### config.mk
export PLATFORM = sky130hd
export DESIGN_NAME = ddr4_cmd_scheduler
export DESIGN_NICKNAME = d
export VERILOG_FILES = /design/src/rtl/ddr4_cmd_scheduler.sv
export SDC_FILE = /design/constraint.sdc
export NUM_CORES = 1
export LEC_CHECK = 0
export ABC_CLOCK_PERIOD_IN_PS = 4400
export BUFFER_PORTS_ARGS = -buffer_cell sky130_fd_sc_hd__buf_4
export CORE_MARGIN = 5
export CORE_UTILIZATION = 60
export CTS_CLUSTER_DIAMETER = 30
export DETAILED_ROUTE_END_ITERATION = 8
export PLACE_DENSITY = 0.79
export SLEW_MARGIN = 20
export SYNTH_ARGS = -nofsm -noshare
export SYNTH_HDL_FRONTEND = slang
export SYNTH_SLANG_ARGS = --single-unit
### constraint.sdc
create_clock -name clk_in -period 4.4 [get_ports clk_in]
set_input_delay 0 -clock clk_in [delete_from_list [all_inputs] [get_ports clk_in]]
set_output_delay 0 -clock clk_in [all_outputs]
set_load 0.05 [all_outputs]
### src/rtl/ddr4_cmd_scheduler.sv
// Single-rank DDR4 command scheduler: one request at a time, open-row tracking per bank,
// CAS-latency data pipeline for overlapping accesses, and periodic refresh.
module ddr4_cmd_scheduler #(
    parameter int CAS_LATENCY        = 22,
    parameter int ACTIVATION_LATENCY = 8,
    parameter int PRECHARGE_LATENCY  = 5,
    parameter int REFRESH_LATENCY    = 16,
    parameter int REFRESH_CYCLE      = 5120,
    parameter int ROW_BITS           = 8,
    parameter int COL_BITS           = 4
) (
    input  logic                         clk_in,
    input  logic                         rst_N_in,
    input  logic                         req_valid_in,
    output logic                         req_ready_out,
    input  logic                         req_write_in,
    input  logic [ROW_BITS+4+COL_BITS-1:0] req_addr_in,
    input  logic [63:0]                  req_wdata_in,
    output logic                         resp_valid_out,
    output logic [63:0]                  resp_rdata_out,
    output logic                         cs_N_out,
    output logic                         cke_out,
    output logic                         act_N_out,
    output logic [16:0]                  addr_out,
    output logic [1:0]                   bg_out,
    output logic [1:0]                   ba_out,
    output logic [63:0]                  dqm_out,
    output logic [63:0]                  dq_out,
    output logic                         dq_oe_out,
    input  logic [63:0]                  dq_in,
    output logic [3:0]                   state_dbg_out
);
    localparam int AW   = ROW_BITS + 4 + COL_BITS;
    localparam int RC_W = ($clog2(REFRESH_CYCLE) > 13) ? $clog2(REFRESH_CYCLE) : 13;

    typedef enum logic [3:0] {
        IDLE, PRE, WAIT_RP, ACT, WAIT_RCD, CAS,
        REF_PRE, REF_WAIT_RP, REF, REF_WAIT_RFC
    } state_t;

    state_t                state, state_next;
    logic [15:0]           cnt, cnt_next;
    logic                  accept, ref_done, pipe_busy;
    logic [15:0]           open_flag;
    logic [ROW_BITS-1:0]   open_row [16];
    logic [RC_W-1:0]       ref_cnt;
    logic                  ref_pending;
    logic                  req_write_q;
    logic [ROW_BITS-1:0]   req_row_q;
    logic [3:0]            req_bank_q;
    logic [COL_BITS-1:0]   req_col_q;
    logic [63:0]           req_wdata_q;
    logic [CAS_LATENCY-1:0] pipe_valid, pipe_write;
    logic [63:0]           pipe_wdata [CAS_LATENCY-1];
    logic                  cke_q;

    logic [ROW_BITS-1:0]   in_row;
    logic [3:0]            in_bank;
    logic [COL_BITS-1:0]   in_col;

    assign in_row        = req_addr_in[AW-1 -: ROW_BITS];
    assign in_bank       = req_addr_in[COL_BITS+3:COL_BITS];
    assign in_col        = req_addr_in[COL_BITS-1:0];
    assign pipe_busy     = |pipe_valid;
    assign dqm_out       = '0;
    assign cke_out       = cke_q;
    assign state_dbg_out = state;

    // Request handshake: a request transfers on a clock edge where req_valid_in and
    // req_ready_out are both high; ready depends only on state and refresh_pending.
    always_comb begin
        state_next    = state;
        cnt_next      = cnt;
        accept        = 1'b0;
        ref_done      = 1'b0;
        req_ready_out = 1'b0;
        cs_N_out      = 1'b1;
        act_N_out     = 1'b1;
        addr_out      = '0;
        bg_out        = '0;
        ba_out        = '0;
        case (state)
            IDLE: begin
                req_ready_out = !ref_pending;
                if (ref_pending) begin
                    state_next = REF_PRE;
                end else if (req_valid_in) begin
                    accept = 1'b1;
                    if (!open_flag[in_bank])                 state_next = ACT;
                    else if (open_row[in_bank] == in_row)    state_next = CAS;
                    else                                     state_next = PRE;
                end
            end
            PRE: begin
                cs_N_out   = 1'b0;
                addr_out   = {3'b010, 14'd0};
                {bg_out, ba_out} = req_bank_q;
                cnt_next   = 16'(PRECHARGE_LATENCY - 2);
                state_next = WAIT_RP;
            end
            WAIT_RP: begin
                if (cnt == 16'd0) state_next = ACT;
                else              cnt_next = cnt - 16'd1;
            end
            ACT: begin
                cs_N_out   = 1'b0;
                act_N_out  = 1'b0;
                addr_out   = 17'(req_row_q);
                {bg_out, ba_out} = req_bank_q;
                cnt_next   = 16'(ACTIVATION_LATENCY - 2);
                state_next = WAIT_RCD;
            end
            WAIT_RCD: begin
                if (cnt == 16'd0) state_next = CAS;
                else              cnt_next = cnt - 16'd1;
            end
            CAS: begin
                cs_N_out   = 1'b0;
                addr_out   = {(req_write_q ? 3'b100 : 3'b101), 14'(req_col_q)};
                {bg_out, ba_out} = req_bank_q;
                state_next = IDLE;
            end
            REF_PRE: begin
                // REF must not overlap data beats still in the pipeline
                if (!pipe_busy) begin
                    cs_N_out   = 1'b0;
                    addr_out   = {3'b010, 3'b000, 1'b1, 10'd0};
                    cnt_next   = 16'(PRECHARGE_LATENCY - 2);
                    state_next = REF_WAIT_RP;
                end
            end
            REF_WAIT_RP: begin
                if (cnt == 16'd0) state_next = REF;
                else              cnt_next = cnt - 16'd1;
            end
            REF: begin
                cs_N_out   = 1'b0;
                addr_out   = {3'b001, 14'd0};
                cnt_next   = 16'(REFRESH_LATENCY - 1);
                state_next = REF_WAIT_RFC;
            end
            REF_WAIT_RFC: begin
                if (cnt == 16'd0) begin
                    ref_done   = 1'b1;
                    state_next = IDLE;
                end else begin
                    cnt_next = cnt - 16'd1;
                end
            end
            default: state_next = IDLE;
        endcase
    end

    always_ff @(posedge clk_in or negedge rst_N_in) begin
        if (!rst_N_in) begin
            state <= IDLE;
            cnt   <= '0;
            cke_q <= 1'b0;
        end else begin
            state <= state_next;
            cnt   <= cnt_next;
            cke_q <= 1'b1;
        end
    end

    always_ff @(posedge clk_in or negedge rst_N_in) begin
        if (!rst_N_in) begin
            req_write_q <= 1'b0;
            req_row_q   <= '0;
            req_bank_q  <= '0;
            req_col_q   <= '0;
            req_wdata_q <= '0;
            open_flag   <= '0;
            for (int i = 0; i < 16; i++) open_row[i] <= '0;
            ref_cnt     <= '0;
            ref_pending <= 1'b0;
        end else begin
            if (accept) begin
                req_write_q <= req_write_in;
                req_row_q   <= in_row;
                req_bank_q  <= in_bank;
                req_col_q   <= in_col;
                req_wdata_q <= req_wdata_in;
            end
            if (ref_done) begin
                open_flag <= '0;
            end else if (state == ACT) begin
                open_flag[req_bank_q] <= 1'b1;
                open_row[req_bank_q]  <= req_row_q;
            end else if (state == PRE) begin
                open_flag[req_bank_q] <= 1'b0;
            end
            // A wrap while already pending just keeps the single flag set
            if (ref_cnt == RC_W'(REFRESH_CYCLE - 1)) begin
                ref_cnt     <= '0;
                ref_pending <= 1'b1;
            end else begin
                ref_cnt <= ref_cnt + 1'b1;
                if (ref_done) ref_pending <= 1'b0;
            end
        end
    end

    always_ff @(posedge clk_in or negedge rst_N_in) begin
        if (!rst_N_in) begin
            pipe_valid     <= '0;
            pipe_write     <= '0;
            for (int i = 0; i < CAS_LATENCY - 1; i++) pipe_wdata[i] <= '0;
            dq_oe_out      <= 1'b0;
            dq_out         <= '0;
            resp_valid_out <= 1'b0;
            resp_rdata_out <= '0;
        end else begin
            pipe_valid    <= {pipe_valid[CAS_LATENCY-2:0], (state == CAS)};
            pipe_write    <= {pipe_write[CAS_LATENCY-2:0], req_write_q};
            pipe_wdata[0] <= req_wdata_q;
            for (int i = 1; i < CAS_LATENCY - 1; i++) pipe_wdata[i] <= pipe_wdata[i-1];
            // Stage CL-2 registers into the output so the beat lands exactly at C+CL
            dq_oe_out <= pipe_valid[CAS_LATENCY-2] & pipe_write[CAS_LATENCY-2];
            dq_out    <= (pipe_valid[CAS_LATENCY-2] & pipe_write[CAS_LATENCY-2]) ?
                         pipe_wdata[CAS_LATENCY-2] : 64'd0;
            resp_valid_out <= pipe_valid[CAS_LATENCY-1] & ~pipe_write[CAS_LATENCY-1];
            if (pipe_valid[CAS_LATENCY-1] & ~pipe_write[CAS_LATENCY-1])
                resp_rdata_out <= dq_in;
        end
    end

endmodule

# After elaboration in Yosys (flattened, before gate mapping)
# Cells that the tools add are included.
totals:
  elab_cells: 148
  output_inout_bits: 223
  inputBits: 148
  reg_bits: 1778
op_classes:
  bitwise_logic: 9
  order_cmp: 6
  n_mux: 44
  reduce_logical: 15
  n_eq_ne: 18
  addsub: 2
ops:
  columns: ["op", "n"]
  rows:
  - ["128-bit bitwise mux", 1]
  - ["16-bit two-way mux", 6]
  - ["17-bit case mux with 5 select lines", 1]
  - ["16-bit case mux with 5 select lines", 1]
  - ["64-bit two-way mux", 1]
  - ["4-bit case mux with 9 select lines", 1]
  - ["8-bit binary-select mux with 4-bit select", 1]
  - ["8-bit demux with 4-bit select", 1]
  - ["4-bit two-way mux", 7]
  - ["8-bit two-way mux", 3]
  - ["22-bit OR reduction", 1]
  - ["16-bit AND", 1]
  - ["4-bit by 3-bit == test with 1-bit output, second input constant", 4]
  - ["16-bit zero test", 1]
  - ["16-bit NOT", 1]
  - ["16-bit bitwise OR", 1]
  - ["16-bit by 1-bit subtractor with 16-bit output, second input constant", 1]
  - ["13-bit by 1-bit adder with 13-bit output, second input constant", 1]
  - ["13-bit == test, second input constant", 1]
  - ["1-bit two-way mux", 13]
  - ["13-bit two-way mux", 1]
  - ["2-bit inequality test, second input constant", 6]
  - ["5-bit >= comparator, second input constant", 2]
  - ["4-bit by 5-bit < comparator with 1-bit output, second input constant", 2]
  - ["other kinds (26)", 35]

# Logic depth before layout (Yosys ltp)
# Gate-level depths: netlist of the first run.
depth:
  depth_word: 10
  depth_mapped: 10
  mapped_depth_nobuf: 9

# Worst setup path after synthesis of the first run
# No wires, ideal clock.
synth_timing:
  kind: "reg2reg"
  start: "register state[1] (netlist: state_dbg_out[1])"
  end: "register open_row[10] (netlist bit)"
  synth_period_minus_slack_ps: 2907
  t_arrival_ps: 2782
  required_time_ps: 4275
  setup_ps: 125
  path_slack_ps: 1493
  path_stages_with_launch: 7
  n_path_buf: 1
  path_cell_list: "dfrtp_1 clkbuf_1 clkinv_1 nor2_1 inv_1 nor3_1 mux2_2"
synth_between:
  elab_chain_cells: 4
  elab_cells_between_ends: 5
  cone_classes: "eq/ne: 2; mux: 1; bitwise: 1; reduce/logical: 1"
synth_lines:
  columns: ["element", "line_no", "rtl"]
  rows:
  - ["start, declared", "41", "state_t state, state_next;"]
  - ["start signal, assigned", "160", "state <= state_next;"]
  - ["4-bit == test", "82", "case (state)"]
  - ["1-bit two-way mux", "82", null]
  - ["1-bit NOT (no line)", null, null]
  - ["2-bit AND reduction (no line) *", null, null]
  - ["end signal, assigned by index", "189", "open_row[req_bank_q] <= req_row_q;"]
  - ["end, declared", "45", "logic [ROW_BITS-1:0] open_row [16];"]
# Mark *: on every way between the ends. The rest lies on a longest branch, timed or not.
# A chain may end at the register's enable or synchronous reset.

# Worst setup path after layout of the first run
layout_timing:
  start: "register cnt[1]"
  end: "register cnt[13]"
layout_between:
  elab_chain_cells: 3
  elab_cells_between_ends: 6
  cone_classes: "add/sub: 1; eq/ne: 1; mux: 2; reduce/logical: 2"
layout_lines:
  columns: ["element", "line_no", "rtl"]
  rows:
  - ["start, declared", "42", "logic [15:0] cnt, cnt_next;"]
  - ["start signal, assigned", "161", "cnt <= cnt_next;"]
  - ["16-bit by 1-bit subtractor with 16-bit output / 16-bit zero test (equally long branches)", null, null]
  - ["16-bit two-way mux / 2-bit inequality test (equally long branches)", null, null]
  - ["16-bit case mux with 5 select lines / 3-bit AND reduction (equally long branches)", null, null]
# Parallel ways exist; a longest one is shown, timed or not. The select of a mux whose other input is x is not followed.

==> results of run 1 <==
-- routing by layer --
metal	vias up	global-route usage, %	wire length (µm)
met3	704	8.680	9145
met5	-	0	42
met4	6	17.73	9252
li1	10320	-	-
met1	14130	36.15	47170
met2	1603	57.78	79330
-- registers in the layout, summed over array words and instances, names as in the netlist, 13 cells and up --
name,count
pipe_valid,22
ref_cnt,13
cnt,16
open_row,128
req_wdata_q,64
open_flag,16
resp_rdata_out,64
pipe_write,22
pipe_wdata,1344
dq_out,64
-- cells in the mapped netlist, types with 4 or more instances --
master	n	area [µm²]
buf_4	69	518.0
o21ai_0	20	100.1
xnor2_1	13	113.9
a22o_1	4	35.03
clkbuf_1	60	225.2
and3_1	69	431.7
mux4_2	36	810.8
mux2_2	274	3085
a21oi_1	22	110.1
a31o_2	5	43.79
nand3_1	25	125.1
a21o_1	4	30.03
nor4_1	10	62.56
dfrtp_1	1778	44490
nor2_1	53	198.9
xor2_1	23	201.4
and2_1	7	43.79
nand2_1	37	138.9
nor3_1	18	90.09
or2_2	4	25.02
mux2i_1	12	120.1
nor2b_1	18	112.6
inv_1	8	30.03
-- how the worst max path moves through the flow --
| stage | endpoint | slack [ns] | startpoint |
|---|---|---|---|
| 6_report | cnt[13] | 0.23 | cnt[1] |
| 5_1_grt | cnt[13] | 0.39 | cnt[0] |
| 4_1_cts | state_dbg_out[2] | 0.87 | cnt[9] |
| 3_5_place_dp | state_dbg_out[3] | 1.43 | cnt[7] |
| 3_3_place_gp | state_dbg_out[3] | 1.46 | cnt[7] |
| 2_1_floorplan | open_row[10] | 1.49 | state_dbg_out[1] |
-- cell usage in the layout, fill, tap and decap left out, types with 12 or more instances in the layout --
cell type and count:
clkinvlp_4 21, diode_2 14, mux2_2 274, conb_1 70
mux4_2 36, and3_1 69, bufinv_16 25, xnor2_1 13
dlygate4sd3_1 286, nor2_1 53, nand3_1 25, mux2i_1 12
nor2b_1 17, nand2_1 36, o21ai_0 20, a21oi_1 22
clkbuf_8 33, dfrtp_1 1776, inv_6 38, clkbuf_1 23
nor3_1 18, clkbuf_16 280, buf_4 317, clkinv_2 27
xor2_1 23
-- stage by stage --
step / instances / cell area, µm² / util [%] / setup WS (ns)
2_1_floorplan: 2689 / 51790 / - / 1.493
3_3_place_gp: 4027 / 55090 / 64.60 / 1.465
6_report: 4794 / 67170 / 78.76 / 0.2281
3_5_place_dp: 4027 / 55090 / 64.60 / 1.428
4_1_cts: 4778 / 67070 / 78.65 / 0.8748
5_1_grt: 4783 / 67140 / 78.73 / 0.3898
-- area by class of cell --
cell class                      instances  area, µm²
Clock inverter                        128       1548
Antenna cell                           14      35.03
Inverter                                9      33.78
Clock buffer                          336       7547
Multi-Input combinational cell        767       6514
Timing Repair Buffer                  618       5564
Tap cell                             1144       1431
Sequential cell                      1778      44500
Fill cell                            3722      18110
-- power by group --
| group | switching (µW) | leakage (µW) | internal (µW) |
|---|---|---|---|
| sequential | 4990 | 0.0216 | 24000 |
| combinational | 4410 | 0.00587 | 2540 |
| clock | 8350 | 0.00443 | 13700 |
-- cells by family (layout without fill, tap and decap cells) --
group	after synthesis	count (layout)
DFF	1778	1778
adders and majority gates	2	2
other	2	84
buffers and inverters	144	1091
muxes	322	322
AOI/OAI and AO/OA	78	78
xor gates and xnor gates	36	36
and+or+nand+nor	259	259
-- worst max-delay path, cell delays in order, from the launching register on --
cell,delay [ns]
dfrtp_1,0.47
inv_1,0.15
ha_1,0.27
nor3b_1,0.44
nand2_1,0.38
nor4b_1,0.57
a41oi_1,0.35
o211ai_1,0.58
o21ai_0,0.24
a21oi_1,0.55
-- timing repair --
item / CTS / global route
setup buffers: 0 / 0
hold endpoints to repair: 1330 / 0
hold buffers: 287 / 0
gates resized for setup: 0 / 0
==> impl_metrics.ini, run 1 <==
[timing]
finalHoldViolCount = 0
setup_violations = 0
fin_crit_ns = 4.172
worst_pin_slew_ns = 1.151
setup_tns_ns = 0
fmax_ghz = 0.2397
rsz0062_at_grt = no
hold_slack_ns = 0.04757
slew_viol_final = 0
skew_ns = 0.05720
fin_crit_sh_pct = 94.82
slew_headroom_pct = 22.27

[global_route]
grt_pass1_wl_um = 215400
grt_max_degree = 180
track_usage_pct = 32.65
grt_pass1_vias = 31540
grt_overflow = 0
antenna_found_initial = 15

[logic_synthesis]
synth_top_family_by_area = multiplexers
synth_adder_area_share_pct = 0.04855
syn-mean-instance-area_um2 = 19.66
ys_ff_latch = 1778
synth-async-reset-ratio_pct = 100.0
synth_simple_gate_area_share_pct = 2.663
yosysSeqAreaShare_pct = 86.33
synth_edf_count = 0
synth_compound_area_share_pct = 0.9832
synth_mux_area_share_pct = 7.793
synth-main-ff-cell = dfrtp_1
syn_inst = 2621
ys_types = 51
synth_xor_area_share_pct = 0.6118
synth_area_um2 = 51540
synth_warnings = 0

[clock_network]
tritoncts = yes
cts_num_sinks = 1778
cts_root_buffer = clkbuf_16
htree_levels = 5
cts_buffers = 274
clock_path_buffers = 4
insertion_delay_ns = 0.87
clk_pin_slew_ns = 0.07

[floorplan]
coreArea_um2 = 85280
die_area_um2 = 91860
die_w_um = 303.1
die_h_um = 303.1
rows = 107
ios = 371
initial_core_util_pct = 60.44

[setup_path]
r2r_slack_ns = 0.23
reg2reg_from = cnt[1]
cp_max_fo = 12
cp_data_arrival_time_ns = 4.86
start_kind = register
worstReg2RegEnd = cnt[13]
worstSetupPathType = register to register
cp-end-kind = register
reg2regPathDepth = 9
required_ns = 5.09

[final_layout]
final_net_count = 3598
syn_to_final_growth_pct = 30.32
drive_above_1_share_pct = 30.28

[power_and_ir_drop]
fin_total_pwr_uw = 58070
p_leak_uw = 0.03193
ir_drop_uv = 500.1
p_per_area_nw_per_um2 = 864.5

[routing]
dr.pass1.iters = 9
via_per_inst = 5.583
wirelength_um = 144900
drtIter0Drc = 2720
drc = 4
wl_per_cell_um = 30.23
num_vias = 26760
ant_nets = 0

[placed_design]
place.gp.congestion = 0.8228
portBuffers = 301
dp_hpwl_um = 55300

[status]
violations = design-rule violations
status = finished, violations left

[run]
drv_cap = 0

[hold_path]
hp-start = req_addr_in[9]
hold_path_end = req_row_q[1]
hold_depth = 3
worst_hold_path_type = input port to register
No activity file was read; power rests on OpenSTA's default activity.
==> run 2, diff against run 1 <==
Settings changed: CORE_UTILIZATION 60 to 35, PLACE_DENSITY 0.79 to 0.51.
==> run 2 against run 1 <==
  * Critical path type unchanged
  * Routed wire length fell by 39%
  * Hold slack improved by 0.24 ns
  * The run now ends clean
  * Die area rose by 69%
==> impl_metrics.ini, run 2 (same netlist as run 1, synthesis figures left out) <==
[status]
status = finished clean

[clock_network]
cts_num_sinks = 1778
clk_pin_slew_ns = 0.05
clock_path_buffers = 4
insertion_delay_ns = 0.90
htree_levels = 5
cts_buffers = 378
cts_hold_buffers = 304
cts_root_buffer = clkbuf_16
post-cts-setup-buffer-count = 0
tritoncts = yes
cts_resized = 0

[global_route]
track_usage_pct = 11.88
antenna_found_initial = 4
grt_pass1_vias = 26830
grt_pass1_wl_um = 148400
grt_overflow = 0
grt_max_degree = 164

[placed_design]
dp_hpwl_um = 45700
pre_cts_slack_ns = 1.405
place.gp.congestion = 0.7587
placed_cells = 4799
portBuffers = 301

[setup_path]
r2r_slack_ns = 0.95
worstSetupPathType = register to register
worstReg2RegEnd = state_dbg_out[2]
cp_max_fo = 8
reg2reg_from = cnt[7]
required_ns = 5.11
crit_slowest_cell = dlygate4sd3_1
start_kind = register
cp_data_arrival_time_ns = 4.16
worst_path_most_repeated_cell = or4_4
reg2regPathDepth = 7
critPathLaunch = cnt[7]
worstPathCellList = or4_4, or4_4, or4_4, a221o_1, a21oi_1, o31ai_1, dlygate4sd3_1
cp_slowest_stage_delay_ns = 0.57
cp-endpoint = state_dbg_out[2]
cp-end-kind = register

[power_and_ir_drop]
ir_drop_uv = 503.1
p_leak_uw = 0.03381
p_per_area_nw_per_um2 = 843.2

[timing]
worst_slack_ns = 0.9520
worst_pin_slew_ns = 1.057
hold_slack_ns = 0.2909
skew_ns = 0.07995
fin_crit_sh_pct = 78.36
setup_violations = 0
fin_crit_ns = 3.448
slew_headroom_pct = 29.36
fmax_ghz = 0.2900
rsz0062_at_grt = no
finalHoldViolCount = 0
setup_tns_ns = 0
slew_viol_final = 0

[routing]
wirelength_um = 88710
via_per_inst = 4.077
drtIter0Drc = 970
num_vias = 23530
ant_nets = 0
dr.pass1.iters = 4
drc = 0
wl_per_cell_um = 15.37

[floorplan]
coreArea_um2 = 146100
rows = 140
die_h_um = 393.7
die_area_um2 = 155000
initial_core_util_pct = 35.28
die_w_um = 393.7
ios = 371

[final_layout]
largest-register = pipe_wdata
final_common_cell = dfrtp_1
final_net_count = 3716
fin_cells = 5772
largestRegisters = pipe_wdata (1344), open_row (128)
mostFrequentLayoutCells = dfrtp_1, clkbuf_16, buf_4, dlygate4sd3_1, mux2_2
drive_above_1_share_pct = 33.42
fin_util_pct = 49.26
syn_to_final_growth_pct = 39.64
largest_register_ffs = 1344

[hold_path]
worst_hold_path_type = register to register

[run]
drv_cap = 0
run 2: routing by layer:
metal  wire [µm]  global-route usage [%]  up-vias
met5           0                       0        -
met4        2914                   5.605        0
met3        5224                   3.863      240
met2       41810                   18.15      642
met1       38760                   15.46    12010
li1            -                       -    10640
run 2: where the power goes:
group / internal [µW] / switching, µW / total [µW] / leakage, µW
registers: 24000 / 2540 / 26500 / 0.0216
clock network: 19300 / 8410 / 27700 / 0.00625
logic: 2600 / 3880 / 6480 / 0.00593
total: 45900 / 14800 / 60700 / 0.0338
run 2: worst min-delay path by stage:
stage                          startpoint               to  cells past startpoint
final                     pipe_wdata[293]  pipe_wdata[229]                      0
after global routing         req_valid_in    req_bank_q[2]                      5
after CTS                    req_valid_in    req_bank_q[2]                      5
after detailed placement         rst_N_in   req_wdata_q[9]                      1
after global placement           rst_N_in   req_wdata_q[9]                      1
after floorplan                  rst_N_in          cke_out                      0
run 2: cell type report:
| class | count | area, µm² |
|---|---|---|
| Antenna cell | 1 | 2.502 |
| Clock buffer | 471 | 10380 |
| Timing Repair Buffer | 632 | 5705 |
| Multi-Input combinational cell | 767 | 6519 |
| Tap cell | 1917 | 2399 |
| Clock inverter | 197 | 2435 |
| Inverter | 9 | 33.78 |
| Sequential cell | 1778 | 44500 |
| Fill cell | 12090 | 74120 |
run 2: stage by stage:
| stage | area [µm²] | total power (µW) |
|---|---|---|
| floorplan | 51790 | 30170 |
| global placement | 56090 | 32770 |
| detailed placement | 56090 | 33070 |
| CTS | 71970 | 61680 |
| global route | 71970 | 63770 |
| finish | 71970 | 60680 |
run 2: critical path, delay by kind of cell (launching register included):
family | cells | cell delay, ns
DFF | 1 | 0.41
and+or+nand+nor | 3 | 1.58
AOI/OAI and AO/OA | 3 | 0.72
buffers and inverters | 1 | 0.57
==> run 3, diff against run 2 <==
Settings changed: ABC_CLOCK_PERIOD_IN_PS 4400 to 2900, PLACE_DENSITY 0.51 to 0.53.
Clock period 4.4 ns to 2.9 ns, I/O delays scaled along.
==> run 3 against run 2 <==
  * Utilization rose by 0.46 points
  * Total power grew 52%
  * Worst setup slack worse by 0.86 ns
  * Sequential cell count is the same
  * Clock power increased by 48%
  * Global-route usage grew 0.32 points
  * Hold slack lost 0.078 ns
  * Final cell count rose by 1.3%
  * Sequential power increased by 52%
  * Register-to-register slack got worse by 0.86 ns
  * Routed wire length is 2.4% higher
  * Maximum frequency is 23% higher
  * Critical path type unchanged
  * Critical endpoint is now state_dbg_out[0]
==> impl_metrics.ini, run 3 (same netlist as run 1, synthesis figures left out) <==
[floorplan]
coreArea_um2 = 146100
die_w_um = 393.7
rows = 140
die_h_um = 393.7
die_area_um2 = 155000
initial_core_util_pct = 35.28
ios = 371

[setup_path]
cp_max_fo = 8
r2r_slack_ns = 0.09
start_kind = register
worstSetupPathType = register to register
crit_slowest_cell = or4_4
worst_path_most_repeated_cell = or4_4
reg2reg_from = cnt[6]
path_buf_inv = 1
crit_family = simple AND/OR/NAND/NOR gates
cp_data_arrival_time_ns = 3.57
reg2regPathDepth = 7
worstPathCellList = or4_4, or4_4, or4_4, a221o_2, buf_4, a2111oi_4, a21o_1
required_ns = 3.67
cp_slowest_stage_delay_ns = 0.57
worstReg2RegEnd = state_dbg_out[0]
critical_path_depth = 7
cp-end-kind = register

[power_and_ir_drop]
pwr-share-seq_pct = 43.8
p_per_area_nw_per_um2 = 1272
switching_share_pct = 24.39
combPwrFrac_pct = 11.8
fin_total_pwr_uw = 92370
p_leak_uw = 0.03411
internal_power_uw = 69830
netSwitchingPower_uw = 22530
ir_drop_uv = 661.2
power_frac_clock_pct = 44.4

[clock_network]
tritoncts = yes
clock_path_buffers = 4
cts_num_sinks = 1778
cts_root_buffer = clkbuf_16
insertion_delay_ns = 0.87
clk_pin_slew_ns = 0.04
htree_levels = 5
cts_buffers = 361

[final_layout]
fin_util_pct = 49.72
syn_to_final_growth_pct = 40.94
drive_above_1_share_pct = 33.27
largestRegisters = pipe_wdata (1344), open_row (128)
largest-register = pipe_wdata
final_net_count = 3805
multi_input_area_um2 = 6561
largest_register_ffs = 1344
seq_area_um2 = 44500
fillers = 11890
final_common_cell = dfrtp_1
mostFrequentLayoutCells = dfrtp_1, clkbuf_16, dlygate4sd3_1, buf_4, mux2_2

[timing]
fmax_ghz = 0.3563
setup_tns_ns = 0
fin_crit_ns = 2.806
setup_violations = 0
skew_ns = 0.05361
worst_pin_slew_ns = 0.8587
slew_viol_final = 0
rsz0062_at_grt = no
slew_headroom_pct = 42.75
finalHoldViolCount = 0
fin_crit_sh_pct = 96.77

[global_route]
grt_pass1_wl_um = 153100
antenna_found_initial = 3
grt_max_degree = 164
track_usage_pct = 12.20
grt_pass1_vias = 27730
grt_overflow = 0

[placed_design]
portBuffers = 301
place.gp.congestion = 0.7557
dp_hpwl_um = 46150

[routing]
wirelength_um = 90830
drc = 0
wl_per_cell_um = 15.53
drtIter0Drc = 1026
num_vias = 23860
dr.pass1.iters = 4
via_per_inst = 4.081
ant_nets = 0

[hold_path]
hold_depth = 5
worst_hold_path_type = input port to register
hp-start = req_addr_in[12]
hold_path_end = state_dbg_out[2]

[run]
drv_cap = 0

[status]
status = finished clean
[run 3: metrics by stage]
stage,std cells,hold slack (ns),worst slack (ns),instance area [µm²]
after floorplan,2689,-0.2956,0.1204,51800
after global placement,4840,-0.06595,0.05237,56500
after detailed placement,4840,-0.06539,0.004043,56500
after CTS,5843,0.1341,0.01198,72580
after global routing,5847,0.1710,0.01025,72640
final,5847,0.2134,0.09372,72640
[run 3: power groups by stage]
stage          logic (µW)  registers [µW]  clock network (µW)
2_1_floorplan        4730           41000                   0
3_3_place_gp         9390           40500                   0
3_5_place_dp         9530           40800                   0
4_1_cts             10800           40700               42100
5_1_grt             11700           41900               43600
6_report            10900           40400               41000
[run 3: per-layer routing]
metal	track usage, %	share of wire [%]	up-vias
met1	15.75	43	12280
met3	4.214	5.7	204
li1	-	-	10810
met5	0	0	-
met4	4.684	2.4	0
met2	19.14	49	568
[run 3: worst reg2reg max path: cells and delay by family, from the launching register on]
kind            cells  cell delay [ns]
buf+inv             1             0.17
flops               1             0.38
compound gates      3             0.73
simple gates        3             1.46
[run 3: area by class of cell]
type | instances | area share [%]
antenna | 2 | 0.006890
clock buffer | 444 | 13.55
clock inverter | 192 | 3.514
inverter | 9 | 0.04651
multi-input combinational | 767 | 9.032
sequential | 1778 | 61.26
tap | 1917 | 3.302
timing repair buffer | 738 | 9.294
[run 3: worst max-delay path by stage]
stage                     startpoint          endpoint  slack [ns]
after detailed placement      cnt[9]  state_dbg_out[0]       0.004
after CTS                     cnt[9]  state_dbg_out[0]        0.01
after global routing          cnt[6]  state_dbg_out[0]        0.01
after global placement        cnt[9]  state_dbg_out[3]        0.05
after floorplan               cnt[7]  state_dbg_out[0]        0.12
final                         cnt[6]  state_dbg_out[0]        0.09
[run 3: what timing repair did]
action / in CTS / in global routing
gates resized for setup: 3 / 9
setup buffers: 0 / 2
gates cloned: 0 / 0
pin swaps: 0 / 9
hold buffers: 367 / 0
endpoints found under the hold margin: 1927 / 0
setup endpoints to repair: 11 / 61
